--- src/rtl/lenet_pkg.sv ---
// Shared constants for the LeNet-5 layer pipeline.
// State encodings, layer indices and datapath width.
package lenet_pkg;

  localparam int DATA_WIDTH = 12;

  localparam int L_FRONT = 0;
  localparam int L_MID   = 1;
  localparam int L_FC1   = 2;
  localparam int L_FC2   = 3;

  localparam int I_IDLE = 0;
  localparam int I_RUN  = 1;
  localparam int I_REL  = 2;
  localparam int I_FIN  = 3;
  localparam int I_ERR  = 4;

  localparam logic [4:0] S_IDLE = 5'b00001;
  localparam logic [4:0] S_RUN  = 5'b00010;
  localparam logic [4:0] S_REL  = 5'b00100;
  localparam logic [4:0] S_FIN  = 5'b01000;
  localparam logic [4:0] S_ERR  = 5'b10000;

endpackage

--- src/rtl/lenet_watchdog.sv ---
// Per-layer watchdog: counts enabled cycles and flags
// expiry when the count reaches the limit.
module lenet_watchdog #(
  parameter int TO_WIDTH = 16
) (
  input  logic                clk,
  input  logic                rst,
  input  logic                clr_i,
  input  logic                en_i,
  input  logic [TO_WIDTH-1:0] limit_i,
  output logic                expire_o
);

  logic [TO_WIDTH-1:0] cnt_q, cnt_d;

  always_comb begin
    cnt_d = cnt_q;
    if (clr_i) begin
      cnt_d = '0;
    end else if (en_i) begin
      cnt_d = cnt_q + 1'b1;
    end
  end

  always_ff @(posedge clk) begin
    if (rst) begin
      cnt_q <= '0;
    end else begin
      cnt_q <= cnt_d;
    end
  end

  assign expire_o = en_i && (cnt_q == limit_i);

endmodule

--- src/rtl/lenet_layer_sequencer.sv ---
// Runs the LeNet layers in order via en/done handshakes,
// muxes the shared weight ROM address and guards each layer.
module lenet_layer_sequencer
  import lenet_pkg::*;
#(
  parameter int NUM_LAYERS     = 4,
  parameter int W_ADDR_WIDTH   = 10,
  parameter int TO_WIDTH       = 16,
  parameter int TIMEOUT_CYCLES = 60000
) (
  input  logic                               clk,
  input  logic                               rst,
  input  logic                               start,
  input  logic                               abort,
  input  logic [NUM_LAYERS-1:0]              layer_done,
  input  logic [NUM_LAYERS*W_ADDR_WIDTH-1:0] layer_w_addr,
  output logic [NUM_LAYERS-1:0]              layer_en,
  output logic [W_ADDR_WIDTH-1:0]            w_rom_addr,
  output logic [2:0]                         cur_layer,
  output logic                               busy,
  output logic                               done,
  output logic                               error
);

  logic [4:0]              state_q, state_d;
  logic [NUM_LAYERS-1:0]   en_q, en_d;
  logic [2:0]              cur_q, cur_d;
  logic [W_ADDR_WIDTH-1:0] addr_q, addr_sel;
  logic                    err_q, err_d;
  logic                    rel_cnt_q, rel_cnt_d;
  logic                    busy_q, done_q;
  logic                    cur_done, wd_exp, wd_clr, last;

  always_comb begin
    cur_done = 1'b0;
    addr_sel = '0;
    for (int i = 0; i < NUM_LAYERS; i++) begin
      if (cur_q == 3'(i)) begin
        cur_done = layer_done[i];
        addr_sel = layer_w_addr[i*W_ADDR_WIDTH +: W_ADDR_WIDTH];
      end
    end
  end

  assign last   = (cur_q == 3'(NUM_LAYERS - 1));
  assign wd_clr = !state_q[I_RUN] || abort || cur_done;

  lenet_watchdog #(
    .TO_WIDTH (TO_WIDTH)
  ) u_wd (
    .clk      (clk),
    .rst      (rst),
    .clr_i    (wd_clr),
    .en_i     (state_q[I_RUN]),
    .limit_i  (TO_WIDTH'(TIMEOUT_CYCLES - 1)),
    .expire_o (wd_exp)
  );

  // abort wins over layer_done, which wins over expiry
  always_comb begin
    state_d   = state_q;
    en_d      = en_q;
    cur_d     = cur_q;
    err_d     = err_q;
    rel_cnt_d = 1'b0;
    if (abort && !state_q[I_IDLE]) begin
      state_d = S_IDLE;
      en_d    = '0;
      cur_d   = 3'(L_FRONT);
    end else begin
      unique case (1'b1)
        state_q[I_IDLE]: begin
          if (start) begin
            state_d = S_RUN;
            cur_d   = 3'(L_FRONT);
            err_d   = 1'b0;
            en_d    = NUM_LAYERS'(1);
          end
        end
        state_q[I_RUN]: begin
          if (cur_done) begin
            state_d = S_REL;
            en_d    = '0;
          end else if (wd_exp) begin
            state_d = S_ERR;
            en_d    = '0;
            err_d   = 1'b1;
          end
        end
        state_q[I_REL]: begin
          if (!rel_cnt_q) begin
            rel_cnt_d = 1'b1;
          end else if (last) begin
            state_d = S_FIN;
          end else begin
            state_d = S_RUN;
            cur_d   = cur_q + 3'd1;
            en_d    = NUM_LAYERS'(1) << (cur_q + 3'd1);
          end
        end
        state_q[I_FIN]: begin
          state_d = S_IDLE;
          cur_d   = 3'(L_FRONT);
        end
        state_q[I_ERR]: begin
          en_d = '0;
        end
        default: begin
          state_d = S_IDLE;
          en_d    = '0;
        end
      endcase
    end
  end

  always_ff @(posedge clk) begin
    if (rst) begin
      state_q   <= S_IDLE;
      en_q      <= '0;
      cur_q     <= '0;
      addr_q    <= '0;
      err_q     <= 1'b0;
      rel_cnt_q <= 1'b0;
      busy_q    <= 1'b0;
      done_q    <= 1'b0;
    end else begin
      state_q   <= state_d;
      en_q      <= en_d;
      cur_q     <= cur_d;
      err_q     <= err_d;
      rel_cnt_q <= rel_cnt_d;
      busy_q    <= !state_d[I_IDLE];
      done_q    <= state_d[I_FIN];
      if (!state_q[I_IDLE] && !state_q[I_ERR]) begin
        addr_q <= addr_sel;
      end
    end
  end

  assign layer_en   = en_q;
  assign w_rom_addr = addr_q;
  assign cur_layer  = cur_q;
  assign busy       = busy_q;
  assign done       = done_q;
  assign error      = err_q;

endmodule

--- config.mk ---
export PLATFORM = sky130hd
export DESIGN_NAME = lenet_layer_sequencer
export DESIGN_NICKNAME = d
export VERILOG_FILES = /design/src/rtl/lenet_pkg.sv /design/src/rtl/lenet_watchdog.sv /design/src/rtl/lenet_layer_sequencer.sv
export SDC_FILE = /design/constraint.sdc
export NUM_CORES = 1
export LEC_CHECK = 0
export ABC_AREA = 1
export CAP_MARGIN = 15
export CORE_MARGIN = 2
export CORE_UTILIZATION = 40
export CTS_BUF_LIST = sky130_fd_sc_hd__clkbuf_4
export CTS_CLUSTER_SIZE = 30
export DETAILED_ROUTE_END_ITERATION = 6
export GPL_TIMING_DRIVEN = 1
export PLACE_DENSITY = 0.68
export SYNTH_ARGS = -nofsm -noshare
export SYNTH_HDL_FRONTEND = slang
export SYNTH_HIERARCHICAL = 1
export SYNTH_SLANG_ARGS = --single-unit
--- constraint.sdc ---
create_clock -name clk -period 2.5 [get_ports clk]
set_input_delay 0.5 -clock clk [delete_from_list [all_inputs] [get_ports clk]]
set_output_delay 0.5 -clock clk [all_outputs]
set_load 0.01 [all_outputs]
* Word-level counts from Yosys, hierarchy flattened *
Cells that the tools add are included.

word-level totals
  input port bits = 48
  output and inout port bits = 20
  bits in registers = 42

operators by class
  add/sub/neg operators = 2
  bitwise operators = 3
  equality and inequality tests = 10
  reductions and logical operators = 18
  shift operators = 1
  mux-type cells = 30

operators by type and width
  kind                                                 count
  2-to-1 mux 10 bit                                    4
  2-to-1 mux 4 bit                                     9
  case mux 5 bit (4 select lines)                      1
  adder 16 x 1 -> 16 bit, second input constant        1
  equality test 16 bit, second input constant          1
  case mux 4 bit (4 select lines)                      1
  2-to-1 mux 5 bit                                     2
  AND reduction 5 bit                                  2
  2-to-1 mux 3 bit                                     3
  case mux 3 bit (3 select lines)                      1
  2-to-1 mux 1 bit                                     8
  equality test 3 x 2 -> 1 bit, second input constant  2
  != test 2 bit, second input constant                 3
  logical NOT 1 bit                                    4
  != test 2 x 1 -> 1 bit, second input constant        2
  AND reduction 4 bit                                  1
  OR reduction 2 bit                                   2
  left shift 1 x 3 -> 4 bit, first input constant      1
  adder 3 x 1 -> 3 bit, second input constant          1
  equality test 3 x 1 -> 1 bit, second input constant  1
  logical AND 1 bit                                    3
  logical NOT 3 bit                                    1
  != test 3 x 1 -> 1 bit, second input constant        1
  NOT 1 bit                                            3
  other kinds (5)                                      6

* Logic depth before layout (Yosys ltp) *
  depth after elaboration = 9
  gate-level depth with buffers = 14
  gate-level depth less buffers = 14

* Hierarchy *
The synthesis kept the hierarchy.

modules (own cells, without submodules)
  module                 area an instance (µm²)  cells an instance  times used
  lenet_layer_sequencer  1510.2                  216                1
  lenet_watchdog         1046.0                  182                1

* Worst setup path after synthesis *
No wires, ideal clock.

  kind = register to register
  start point = register cur_q[0], in the netlist cur_layer[0]
  end point = register u_wd.cnt_q[1]
  setup slack = 473 ps
  required time = 2430 ps
  library setup time = 70 ps
  data arrival time = 1957 ps
  buffers on the path = 1
  cell stages (with the launch flop) = 15
  cells stage by stage = dfxtp_1 inv_1 ha_1 inv_1 nor2_1 nand2_1 nand3_1 nand2_2 nand2_2 nor2_2 nand2_1 nor2_1 clkbuf_1 o21ai_0 a21oi_1

on the way
  word-level cells in the longest chain between the ends = 7

RTL lines
  element                           RTL line                      RTL
  from (decl)                       lenet_layer_sequencer.sv:27   logic [2:0] cur_q, cur_d;
  from (signal assigned)            lenet_layer_sequencer.sv:129  cur_q <= cur_d;
  logical NOT 3 bit                 lenet_layer_sequencer.sv:38   if (cur_q == 3'(i)) begin
  2-to-1 mux 1 bit (3 in a row)     lenet_layer_sequencer.sv:38
  2-to-1 mux 1 bit (*)              lenet_layer_sequencer.sv:38
  logical OR 1 bit (*)              lenet_layer_sequencer.sv:46   assign wd_clr = !state_q[I_RUN] || abort || cur_done;
  net wd_clr                        lenet_layer_sequencer.sv:32   logic cur_done, wd_exp, wd_clr, last;
  OR reduction 2 bit (no line) (*)  n/a
  to (signal assigned)              lenet_watchdog.sv:29          cnt_q <= cnt_d;
  to (decl)                         lenet_watchdog.sv:14          logic [TO_WIDTH-1:0] cnt_q, cnt_d;

The timed path passes the listed nets; every way through them passes the cells marked *.
A chain may end at the register's enable or synchronous reset.

* Final worst setup path *
  start point = register cur_q[0], in the netlist cur_layer[0]
  end point = register u_wd.cnt_q[2]

Same word-level chain as after synthesis.

==> reports/results.txt <==
Critical Path AT = 2470 ps
grt ovf = 0
leakage = 1.486 nW
Pins Over Slew Limit = 0
Int Power = 0.001078 W
RSZ-0062 raised after global routing = false
Yosys top cell by area = dfxtp_1
Async SR Flop Fraction = 0
fmax = 0.4487 GHz
clk sink count = 41
Layout Utilization = 0.5567
count leader, synth = nand2_1
Fillers = 627
top cells by area, synth = dfxtp_1 (32%), nand2_1 (14%), nand3_1 (7.8%)
Syn Inst Count = 398
switching part of the total = 0.2573
antenna-violating nets left = 0
P&R area growth vs syn = 36.71%
register area share after synthesis = 0.3211
global-route wire length before repair = 10,780 um
starting density of the core = 0.4072
total power per unit cell area = 415.2 nW/um^2
DRC = 0
CP Launch Type = flip-flop
share of cells above drive strength 1 = 0.07505
Worst setup EP type = flip-flop
sw power = 0.0003734 W
Crit Path Class = flip-flop to flip-flop
H-tree depth = 2
Ys Warns = 6
Setup violations, final = 0
nets = 550
total power = 0.001451 W
Critical Path Source = cur_layer[0]$_SDFFE_PP0P_
Core ar. = 6277 sq um
port buffer count = 67
status = finished clean
row cnt = 29
mapped cell area = 2556 sq um
clock network power share = 0.294
period utilisation layout = 0.8914
Ant. Diodes = 0
Hold Buf Count CTS = 0
Initial DRC Count = 129
full die area = 7046 sq um
clk_lat worst skew = 340 ps
hpwl dp = 5015 um
max-cap violations = 0
Seq pwr share = 0.485
Most used DFF post-synth = dfxtp_1
Total Routing Usage GR = 0.1842
Netlist cell types = 30
Hold Startpoint = layer_en[3]$_SDFFE_PP0P_
setup TNS = 0 ps
worst-margin pin slew = 635.5 ps
Syn Area/Cell = 6.423 sq um
Ports = 68
CTS tree = yes
CTS max path bufs = 2
Worst IR Drop VDD = 0.0003184 V
GPL Wtd Cong = 0.8702
Post-CTS Setup Bufs = 0
vias in the first global route = 2,472
WL/cell = 10.82 um
skew final = 6.711 ps
final hold violations = 0
DR vias/cell = 4.674
vias = 2,664
Commonest cells post-synth = nand2_1 (97), nor2_1 (48), inv_1 (47)
crit path max fanout = 13
EDFF count, synth = 0
Die Width = 83.94 um
first-pass detailed-route iteration total = 4
Max-slew headroom = 0.5748
post-synth top area share = 0.3211
R2R Path Start = cur_layer[0]$_SDFFE_PP0P_
Total Wirelength = 6166 um
worst min path class = flip-flop to flip-flop
largest net degree at the start of global routing = 22
Clock transition at path regs = 120 ps
# resized after CTS = 0
CTS buffer count = 5
die height = 83.94 um
initial antenna violation count = 0
Synth Register Bits = 41
CP required = 2740 ps
minimum clock period = 2229 ps
Logic pwr share = 0.221
Root Buffer = clkbuf_4
[stage by stage]
stage | std cells | area (sq um) | worst slack [ps] | hold slack, ps
after floorplan | 422 | 2646 | 472.8 | 449.4
after global placement | 562 | 3416 | 380.0 | 465.2
after detailed placement | 562 | 3416 | 295.5 | 470.4
after CTS | 570 | 3495 | 278.2 | 498.4
after global routing | 570 | 3495 | 27.39 | 528.0
final | 570 | 3495 | 271.5 | 495.1
[worst max-delay path, stage by stage, from the launching register on]
cell and delay, ps:
dfxtp_1 390, inv_1 170, ha_1 170, inv_1 40, nor2_1 480, nand2_1 100, nand3_1 110, nand2_2 80
nand2_2 80, nor2_2 40, nand2_1 50, nor2_1 40, buf_4 170, inv_1 120, nor3_1 70
[registers in the layout, indices dropped and copies added (netlist names)]
name	cells
u_wd/cnt_q	16
w_rom_addr	10
state_q	5
layer_en	4
cur_layer	3
busy	1
error	1
rel_cnt_q	1
[layer usage]
| layer | up-vias | global-route usage | wire length, um |
|---|---|---|---|
| met4 | 0 | 0.04399 | 46 |
| met1 | 1138 | 0.2306 | 2813 |
| li1 | 1452 | - | - |
| met2 | 70 | 0.3047 | 2781 |
| met3 | 4 | 0.06330 | 524 |
| met5 | - | 0 | 0 |
[path summary, 6_finish.rpt]
kind,cells past startpoint,end,slack [ps]
max,14,u_wd/cnt_q[2]$_SDFFE_PP0P_,270
min reg2reg,2,layer_en[3]$_SDFFE_PP0P_,500
max reg2reg,14,u_wd/cnt_q[2]$_SDFFE_PP0P_,270
min,2,layer_en[3]$_SDFFE_PP0P_,500
[cells in the final DEF, fill, tap and decap left out, types with 4 or more instances in the layout]
cell	count
dfxtp_1	41
inv_1	47
clkdlybuf4s50_1	67
o21ai_0	18
a31oi_1	11
nor2_1	48
nor2_2	5
a21oi_1	21
nand2_2	7
o211ai_1	10
ha_1	10
inv_2	5
conb_1	26
nand4_1	4
nand3_1	40
clkbuf_4	6
nor3_1	5
buf_4	6
nand2_1	97
[power by group through the flow]
stage               clock [W]  combinational, W  sequential, W
detailed placement          0          0.000322       0.000718
floorplan                   0          0.000143       0.000732
global placement            0          0.000320       0.000718
global route         0.000463          0.000358       0.000708
finish               0.000427          0.000321       0.000703
CTS                  0.000436          0.000323       0.000703
[logic make-up after synthesis]
family                     share of synthesized area
AOI/OAI and AO/OA                             0.1449
adders and majority gates                    0.04895
other                                       0.002938
xor gates and xnor gates                     0.01713
buffers and inverters                        0.09447
and+or+nand+nor                               0.3705
DFF                                           0.3211
[layout make-up]
type	instances	area (sq um)	share of cell area
multi-input combinational	318	1584	0.4533
clock buffer	6	45.04	0.01289
tap	77	96.34	0.02757
timing repair buffer	73	715.7	0.2048
clock inverter	2	33.78	0.009667
sequential	41	820.8	0.2349
inverter	53	198.9	0.05693
(Power assumes the default switching activity.)
